$ cat src/rtl/rf_write_arbiter.sv
// Round-robin arbiter sharing the register-file write port among NREQ writeback sources,
// with bounded lock bursts and a registered output stage for the negedge write strobe.
module rf_write_arbiter #(
    parameter  int NREQ     = 3,
    parameter  int MAX_LOCK = 4,
    localparam int GW       = (NREQ > 1) ? $clog2(NREQ) : 1
) (
    input  logic              clk,
    input  logic              reset,
    input  logic              hold,
    input  logic [NREQ-1:0]   req_valid,
    input  logic [NREQ-1:0]   req_lock,
    input  logic [5*NREQ-1:0] req_addr,
    input  logic [32*NREQ-1:0] req_data,
    output logic [NREQ-1:0]   req_ready,
    output logic              rf_we,
    output logic [4:0]        rf_awr,
    output logic [31:0]       rf_din,
    output logic [GW-1:0]     rf_gnt_id,
    output logic              busy
);

    typedef enum logic {IDLE, LOCKED} state_t;

    state_t        state;
    logic [GW-1:0] rr_ptr;
    logic [GW-1:0] owner;
    logic [3:0]    lock_cnt;

    logic [GW-1:0] gnt;
    logic          gnt_valid;
    logic [GW-1:0] next_ptr;
    logic [3:0]    lock_cnt_next;
    logic          burst_end;
    logic [4:0]    sel_addr;
    logic [31:0]   sel_data;

    // Scanning from the top down leaves the lowest rotated offset as the winner.
    always_comb begin : arbitrate
        int idx;
        idx       = 0;
        gnt       = '0;
        gnt_valid = 1'b0;
        if (!reset && !hold) begin
            if (state == LOCKED) begin
                gnt       = owner;
                gnt_valid = req_valid[owner];
            end else begin
                for (int k = NREQ - 1; k >= 0; k--) begin
                    idx = int'(rr_ptr) + k;
                    if (idx >= NREQ) idx = idx - NREQ;
                    if (req_valid[idx[GW-1:0]]) begin
                        gnt       = idx[GW-1:0];
                        gnt_valid = 1'b1;
                    end
                end
            end
        end
    end

    always_comb begin
        sel_addr = '0;
        sel_data = '0;
        for (int i = 0; i < NREQ; i++) begin
            if (gnt == GW'(i)) begin
                sel_addr = req_addr[5*i +: 5];
                sel_data = req_data[32*i +: 32];
            end
        end
    end

    always_comb begin
        req_ready = '0;
        if (gnt_valid) req_ready[gnt] = 1'b1;
    end

    assign next_ptr      = (int'(gnt) == NREQ - 1) ? '0 : gnt + 1'b1;
    assign lock_cnt_next = lock_cnt + 4'd1;
    assign burst_end     = !req_lock[owner] || (lock_cnt_next == 4'(MAX_LOCK));
    assign busy          = (state == LOCKED);

    // gnt_valid is already suppressed under hold, so only the FSM needs an explicit freeze.
    always_ff @(posedge clk) begin
        if (reset) begin
            state     <= IDLE;
            rr_ptr    <= '0;
            owner     <= '0;
            lock_cnt  <= '0;
            rf_we     <= 1'b0;
            rf_awr    <= '0;
            rf_din    <= '0;
            rf_gnt_id <= '0;
        end else begin
            rf_we <= 1'b0;
            if (gnt_valid) begin
                rf_we     <= (sel_addr != 5'd0);
                rf_awr    <= sel_addr;
                rf_din    <= sel_data;
                rf_gnt_id <= gnt;
            end
            if (!hold) begin
                case (state)
                    IDLE: begin
                        if (gnt_valid) begin
                            rr_ptr   <= next_ptr;
                            lock_cnt <= 4'd1;
                            if (req_lock[gnt] && (MAX_LOCK > 1)) begin
                                state <= LOCKED;
                                owner <= gnt;
                            end
                        end
                    end
                    LOCKED: begin
                        if (gnt_valid) begin
                            lock_cnt <= lock_cnt_next;
                            if (burst_end) state <= IDLE;
                        end else begin
                            state <= IDLE;
                        end
                    end
                    default: state <= IDLE;
                endcase
            end
        end
    end

endmodule

$ cat config.mk
export PLATFORM = sky130hd
export DESIGN_NAME = rf_write_arbiter
export DESIGN_NICKNAME = d
export VERILOG_FILES = /design/src/rtl/rf_write_arbiter.sv
export SDC_FILE = /design/constraint.sdc
export NUM_CORES = 1
export LEC_CHECK = 0
export ABC_AREA = 1
export CORE_ASPECT_RATIO = 0.75
export CORE_MARGIN = 2
export CORE_UTILIZATION = 27
export CTS_CLUSTER_SIZE = 12
export DETAILED_ROUTE_END_ITERATION = 12
export PLACE_DENSITY_LB_ADDON = 0.12
export SKIP_CTS_REPAIR_TIMING = 1
export SLEW_MARGIN = 20
export SYNTH_ARGS = -nofsm -noshare
export SYNTH_HDL_FRONTEND = slang
export SYNTH_SLANG_ARGS = --single-unit
$ cat constraint.sdc
create_clock -name clk -period 2 [get_ports clk]
set_input_delay 0.3 -clock clk [delete_from_list [all_inputs] [get_ports clk]]
set_output_delay 0.3 -clock clk [all_outputs]
set_load 0.01 [all_outputs]
Word level (Yosys, flattened, before mapping)
Cells that the tools add are included.

Logic and storage cells: 94. Flip-flop bits (word level): 49. Output and inout bits: 44. Bits of input ports: 120.

Equality and inequality tests: 6. Magnitude comparators: 9. Bitwise operators: 3. Add/sub/neg operators: 7. Mux-type cells: 49. Reductions and logical operators: 12.

Operators with widths (number): 32-bit two-way mux (3); 2-bit two-way mux (15); 1-bit two-way mux (16); 2-bit by 3-bit less-than comparator with 1-bit output (second input constant) (5); 5-bit two-way mux (3); 1-bit binary-select mux with 2-bit select (6); 4-bit two-way mux (2); 4-bit one-hot mux with 2 select lines (1); 3-bit by 2-bit >= comparator with 1-bit output (second input constant) (2); 3-bit AND reduction (2); 2-bit subtractor (second input constant) (3); 5-bit nonzero test (1); 4-bit by 1-bit adder with 4-bit output (second input constant) (1); 2-bit equality test (second input constant) (2); 4-bit by 3-bit equality test with 1-bit output (second input constant) (1); 4-bit AND reduction (1); 2-bit by 1-bit adder with 3-bit output (second input constant) (1); 2-bit by 2-bit adder with 3-bit output (second input constant) (1); 1-bit logical NOT (3); 3-bit two-way mux (1); 1-bit inverter (3); 2-bit by 1-bit adder with 2-bit output (second input constant) (1); 1-bit demux with 2-bit select (1); 2-bit by 1-bit equality test with 1-bit output (second input constant) (1); other kinds (9) (10).

Logic depth before layout (Yosys ltp)
Depth after elaboration: 17. Gate-level depth with buffers: 19.

Worst setup path before layout
Ideal clock, no wire load.

Path type: reg2out. Start: register rr_ptr[0]. End: output port req_ready[0]. Path slack: -102 ps. Stages on the path, launching flop included: 15. Data required time: 1700 ps. Buffers on the path: 2. Arrival: 1802 ps. Path through: dfxtp_1 > inv_1 > ha_1 > inv_2 > nand2_1 > nand3_1 > nand2_1 > nand2_1 > nand2_1 > nand2_1 > nand2_1 > buf_4 > buf_2 > nand2_1 > nor2_1.

Cells in the longest elaborated chain, start to end: 17.

Ends and longest elaborated chain: start: declaration (RTL line 26) `logic [GW-1:0] rr_ptr;`; start signal: assignment (RTL line 105) `rr_ptr <= next_ptr;`; 2-bit by 2-bit adder with 3-bit output (RTL line 50) `idx = int'(rr_ptr) + k;`; 3-bit by 2-bit >= comparator with 1-bit output / 2-bit subtractor (equally long branches) (RTL line 51) `if (idx >= NREQ) idx = idx - NREQ;`; 2-bit two-way mux (RTL line 51); 2-bit two-way mux (RTL line 45) `if (state == LOCKED) begin`; 2-bit two-way mux (RTL line 44) `if (!reset && !hold) begin`; 1-bit binary-select mux with 2-bit select (RTL line 52) `if (req_valid[idx[GW-1:0]]) begin`; 1-bit two-way mux (implied by the code) (RTL line 52); 2-bit two-way mux (3 in a row) (RTL line 52); 2-bit two-way mux (RTL line 45); 2-bit two-way mux (RTL line 44); 2-bit by 3-bit less-than comparator with 1-bit output (implied by the code) / 2-bit by 1-bit >= comparator with 1-bit output (equally long branches) (RTL line 74) `if (gnt_valid) req_ready[gnt] = 1'b1;`; 1-bit logical AND (implied by the code) (RTL line 74); 1-bit two-way mux (implied by the code) (RTL line 74); 1-bit demux with 2-bit select (RTL line 74); 3-bit two-way mux (*) (RTL line 74); end: declaration (RTL line 15) `output logic [NREQ-1:0] req_ready,`.

Every way passes the cells marked *; elsewhere a longest branch is shown, timed or not. The select of a mux whose other input is x is not followed.

Final worst setup path
Start: register rr_ptr[0]. End: register rf_we.

Cells in the longest elaborated chain, start to end: 17.

Ends and longest elaborated chain: 2-bit by 2-bit adder with 3-bit output (RTL line 50); 3-bit by 2-bit >= comparator with 1-bit output / 2-bit subtractor (equally long branches) (RTL line 51); 2-bit two-way mux (RTL line 51); 2-bit two-way mux (RTL line 45); 2-bit two-way mux (RTL line 44); 1-bit binary-select mux with 2-bit select (RTL line 52); 1-bit two-way mux (implied by the code) (RTL line 52); 2-bit two-way mux (3 in a row) (RTL line 52); 2-bit two-way mux (RTL line 45); 2-bit two-way mux (RTL line 44); 2-bit logical NOT (RTL line 65) `if (gnt == GW'(i)) begin`; 5-bit two-way mux (3 in a row) (RTL line 65); 5-bit nonzero test (RTL line 96) `rf_we <= (sel_addr != 5'd0);`; end signal: assignment (RTL line 96); end: declaration (RTL line 16) `output logic rf_we,`.

Parallel ways exist; a longest one is shown, timed or not. The select of a mux whose other input is x is not followed. A chain may end at the register's enable or synchronous reset.

==> results.sh <==
export IMPL_finalCriticalPeriod_ps=2229
export IMPL_fin_nets=722
export IMPL_die_area_mm2=0.01190
export IMPL_post_route_drc_count=0
export IMPL_ys_seq_area_frac=0.3291
export IMPL_area_growth_pct=94.75
export IMPL_drv_slew=0
export IMPL_grt_usage=0.1810
export IMPL_multi_input_area_mm2=0.002069
export IMPL_max_freq_mhz=448.7
export IMPL_clkLatencyLatePin_ps=290
export IMPL_layout_drive_gt1_share=0.2893
export IMPL_r2r_start="rr_ptr[0]"
export IMPL_hold_path_class="flop to flop"
export IMPL_grt_pass1_wl_mm=17.35
export IMPL_reg2reg_slack_ps=-230
export IMPL_power_leakage_nw=2.207
export IMPL_fp_row_count=33
export IMPL_die_x_um=125.3
export IMPL_ant_nets=0
export IMPL_vias_per_cell=5.148
export IMPL_crit_fanout=5
export IMPL_place_congestion=0.9811
export IMPL_route_vias_total=3799
export IMPL_setup_viol=44
export IMPL_diodes=0
export IMPL_crit_arrival_ps=2410
export IMPL_grt_pass1_vias=3399
export IMPL_violations="negative setup slack"
export IMPL_antenna_found_initial=0
export IMPL_synth_compound_gate_area_share=0.2729
export IMPL_cts_buffers=5
export IMPL_rsz0062_at_grt="yes"
export IMPL_ios=164
export IMPL_fin_crit_sh=1.114
export IMPL_power_total_w=0.003198
export IMPL_whs_endpoint="rf_gnt_id[0]"
export IMPL_synthAdderAreaFrac=0.02099
export IMPL_regArea_um2=988.4
export IMPL_final_fill_count=996
export IMPL_drt_first_iter_violations=136
export IMPL_hp_start="rf_gnt_id[0]"
export IMPL_routedWlPerCell_um=17.55
export IMPL_hpwl_mm=8.338
export IMPL_worst_slack_ps=-228.8
export IMPL_hold_viol=0
export IMPL_cts_sinks=49
export IMPL_grt_overflow=0
export IMPL_tritoncts="yes"
export IMPL_worstMarginPinSlew_ps=407.9
export IMPL_synth_fp_nets=525
export IMPL_die_y_um=94.99
export IMPL_portBuffers=163
export IMPL_synth_area_mm2=0.002980
export IMPL_htreeDepth=2
export IMPL_yosysWarnings=0
export IMPL_crit_required_ps=2190
export IMPL_maxSlewHeadroom=0.7280
export IMPL_rr_endpoint="rf_we"
export IMPL_clockBufferDepth=2
export IMPL_avgSynthCellArea_um2=7.451
export IMPL_ir_drop_v=0.0002996
export IMPL_synth_cell_types=33
export IMPL_clk_pin_slew_ps=70
export IMPL_whs_path_depth=2
export IMPL_synth_top_family_by_area="simple AND/OR/NAND/NOR gates"
export IMPL_status="finished with violations"
export IMPL_synth_xor_area_share=0.002939
export IMPL_first_pass_iters=4
export IMPL_synthMuxAreaShare=0
export IMPL_clock_skew_ps=2.404
export IMPL_dp_slack_ps=-492.8
export IMPL_synth_seq_cells=49
export IMPL_drv_cap=0
export IMPL_synth_cells=400
export IMPL_core_mm2=0.01086
export IMPL_start_kind="flop"
export IMPL_worstRegToRegCells=19
export IMPL_end_kind="flop"
export IMPL_routed_wl_mm=12.95
export IMPL_grt_max_degree=50
export IMPL_cts_root_buf="clkbuf_16"
export IMPL_yosys_area_share_simple=0.2872
export IMPL_critical_path_class="flop to flop"
export IMPL_cellPowerDensity_mw_per_mm2=551.0
export IMPL_initial_core_util=0.2745
-- cell type report --
class                           instances  share of cell area
Sequential cell                        49              0.1703
Tap cell                              140             0.03018
Multi-Input combinational cell        297              0.3565
Inverter                               25             0.01875
Timing Repair Buffer                  219              0.4007
Clock buffer                            8             0.02350
-- cell usage in the layout, fill, tap and decap left out, drive strengths merged --
cell	instances
clkdlybuf4s50	159
nand2	114
buf	51
o21ai	50
dfxtp	49
nand3	47
a41oi	32
inv	25
a21oi	19
clkbuf	16
nor2	13
nand4	7
ha	5
nor3	2
nand3b	2
or2	2
a21boi	1
xnor2	1
o32ai	1
a31oi	1
dlymetal6s2s	1
-- per-stage QoR --
stage / hold WS, ps / TNS (ps) / instances / instance area [um2] / utilization
3_5_place_dp: 463.1 / -18930 / 706 / 4952 / 0.4560
6_report: 472.1 / -7202 / 738 / 5804 / 0.5345
4_1_cts: 472.8 / -16040 / 714 / 5089 / 0.4686
5_1_grt: 505.7 / -12170 / 738 / 5804 / 0.5345
2_1_floorplan: 448.3 / 0 / 400 / 2998 / -
3_3_place_gp: 456.4 / -15850 / 706 / 4952 / 0.4560
-- cell usage after synthesis, drive strengths merged --
master | number | area, um2
a21boi | 1 | 11.26
a21oi | 19 | 98.85
a31oi | 1 | 6.260
a41oi | 32 | 437.9
buf | 23 | 142.6
clkbuf | 6 | 22.52
dfxtp | 49 | 980.9
ha | 5 | 62.56
inv | 25 | 93.84
nand2 | 114 | 461.7
nand3 | 47 | 245.2
nand3b | 2 | 15.01
nand4 | 7 | 43.79
nor2 | 13 | 67.57
nor3 | 2 | 10.01
o21ai | 50 | 250.2
o32ai | 1 | 8.760
or2 | 2 | 12.52
xnor2 | 1 | 8.760
-- power by group --
group	total, W	internal (W)	switching, W
logic	0.00127	0.000684	0.000581
clock network	0.000832	0.000467	0.000365
registers	0.00110	0.00105	0.0000474
-- how the worst max path moves through the flow --
stage | slack, ps | end | start
global placement | -430 | req_ready[1] | req_valid[2]
detailed placement | -490 | req_ready[2] | req_valid[2]
floorplan | 20 | req_ready[0] | rr_ptr[1]
CTS | -700 | req_ready[0] | rr_ptr[1]
global route | -350 | rf_we | rr_ptr[0]
finish | -230 | rf_we | rr_ptr[0]
-- flip-flops by register name, indices dropped and copies added, names as in the netlist --
name,flops
busy,1
lock_cnt,4
owner,2
rf_awr,5
rf_din,32
rf_gnt_id,2
rf_we,1
rr_ptr,2
-- kinds of logic (layout without fill, tap and decap cells) --
logic type,count (synthesis),in the layout
and+or+nand+nor,187,187
AOI/OAI and AO/OA,104,104
buffers and inverters,54,252
DFF,49,49
adders and majority gates,5,5
xor gates and xnor gates,1,1
-- metal layers --
layer / vias to the layer above / part of all wire / track usage
met4: 0 / 0.0093 / 0.04537
met1: 1821 / 0.45 / 0.2383
li1: 1793 / - / -
met3: 13 / 0.081 / 0.05609
met5: - / 0 / 0
met2: 172 / 0.46 / 0.2912
-- worst max-delay path: stages, from the launching register on --
cell,delay (ps)
dfxtp_4,380
inv_4,40
ha_4,240
inv_4,70
nand3_2,70
nand2_2,100
nand2_1,60
nand2_1,60
nand2_1,80
buf_6,130
a21boi_4,200
buf_6,160
nor2_8,40
buf_6,120
nand2_1,50
nand2_1,50
nand2_1,90
nand2_1,50
nor2_1,90
nor2_1,50
No activity file was read; power rests on OpenSTA's default activity.
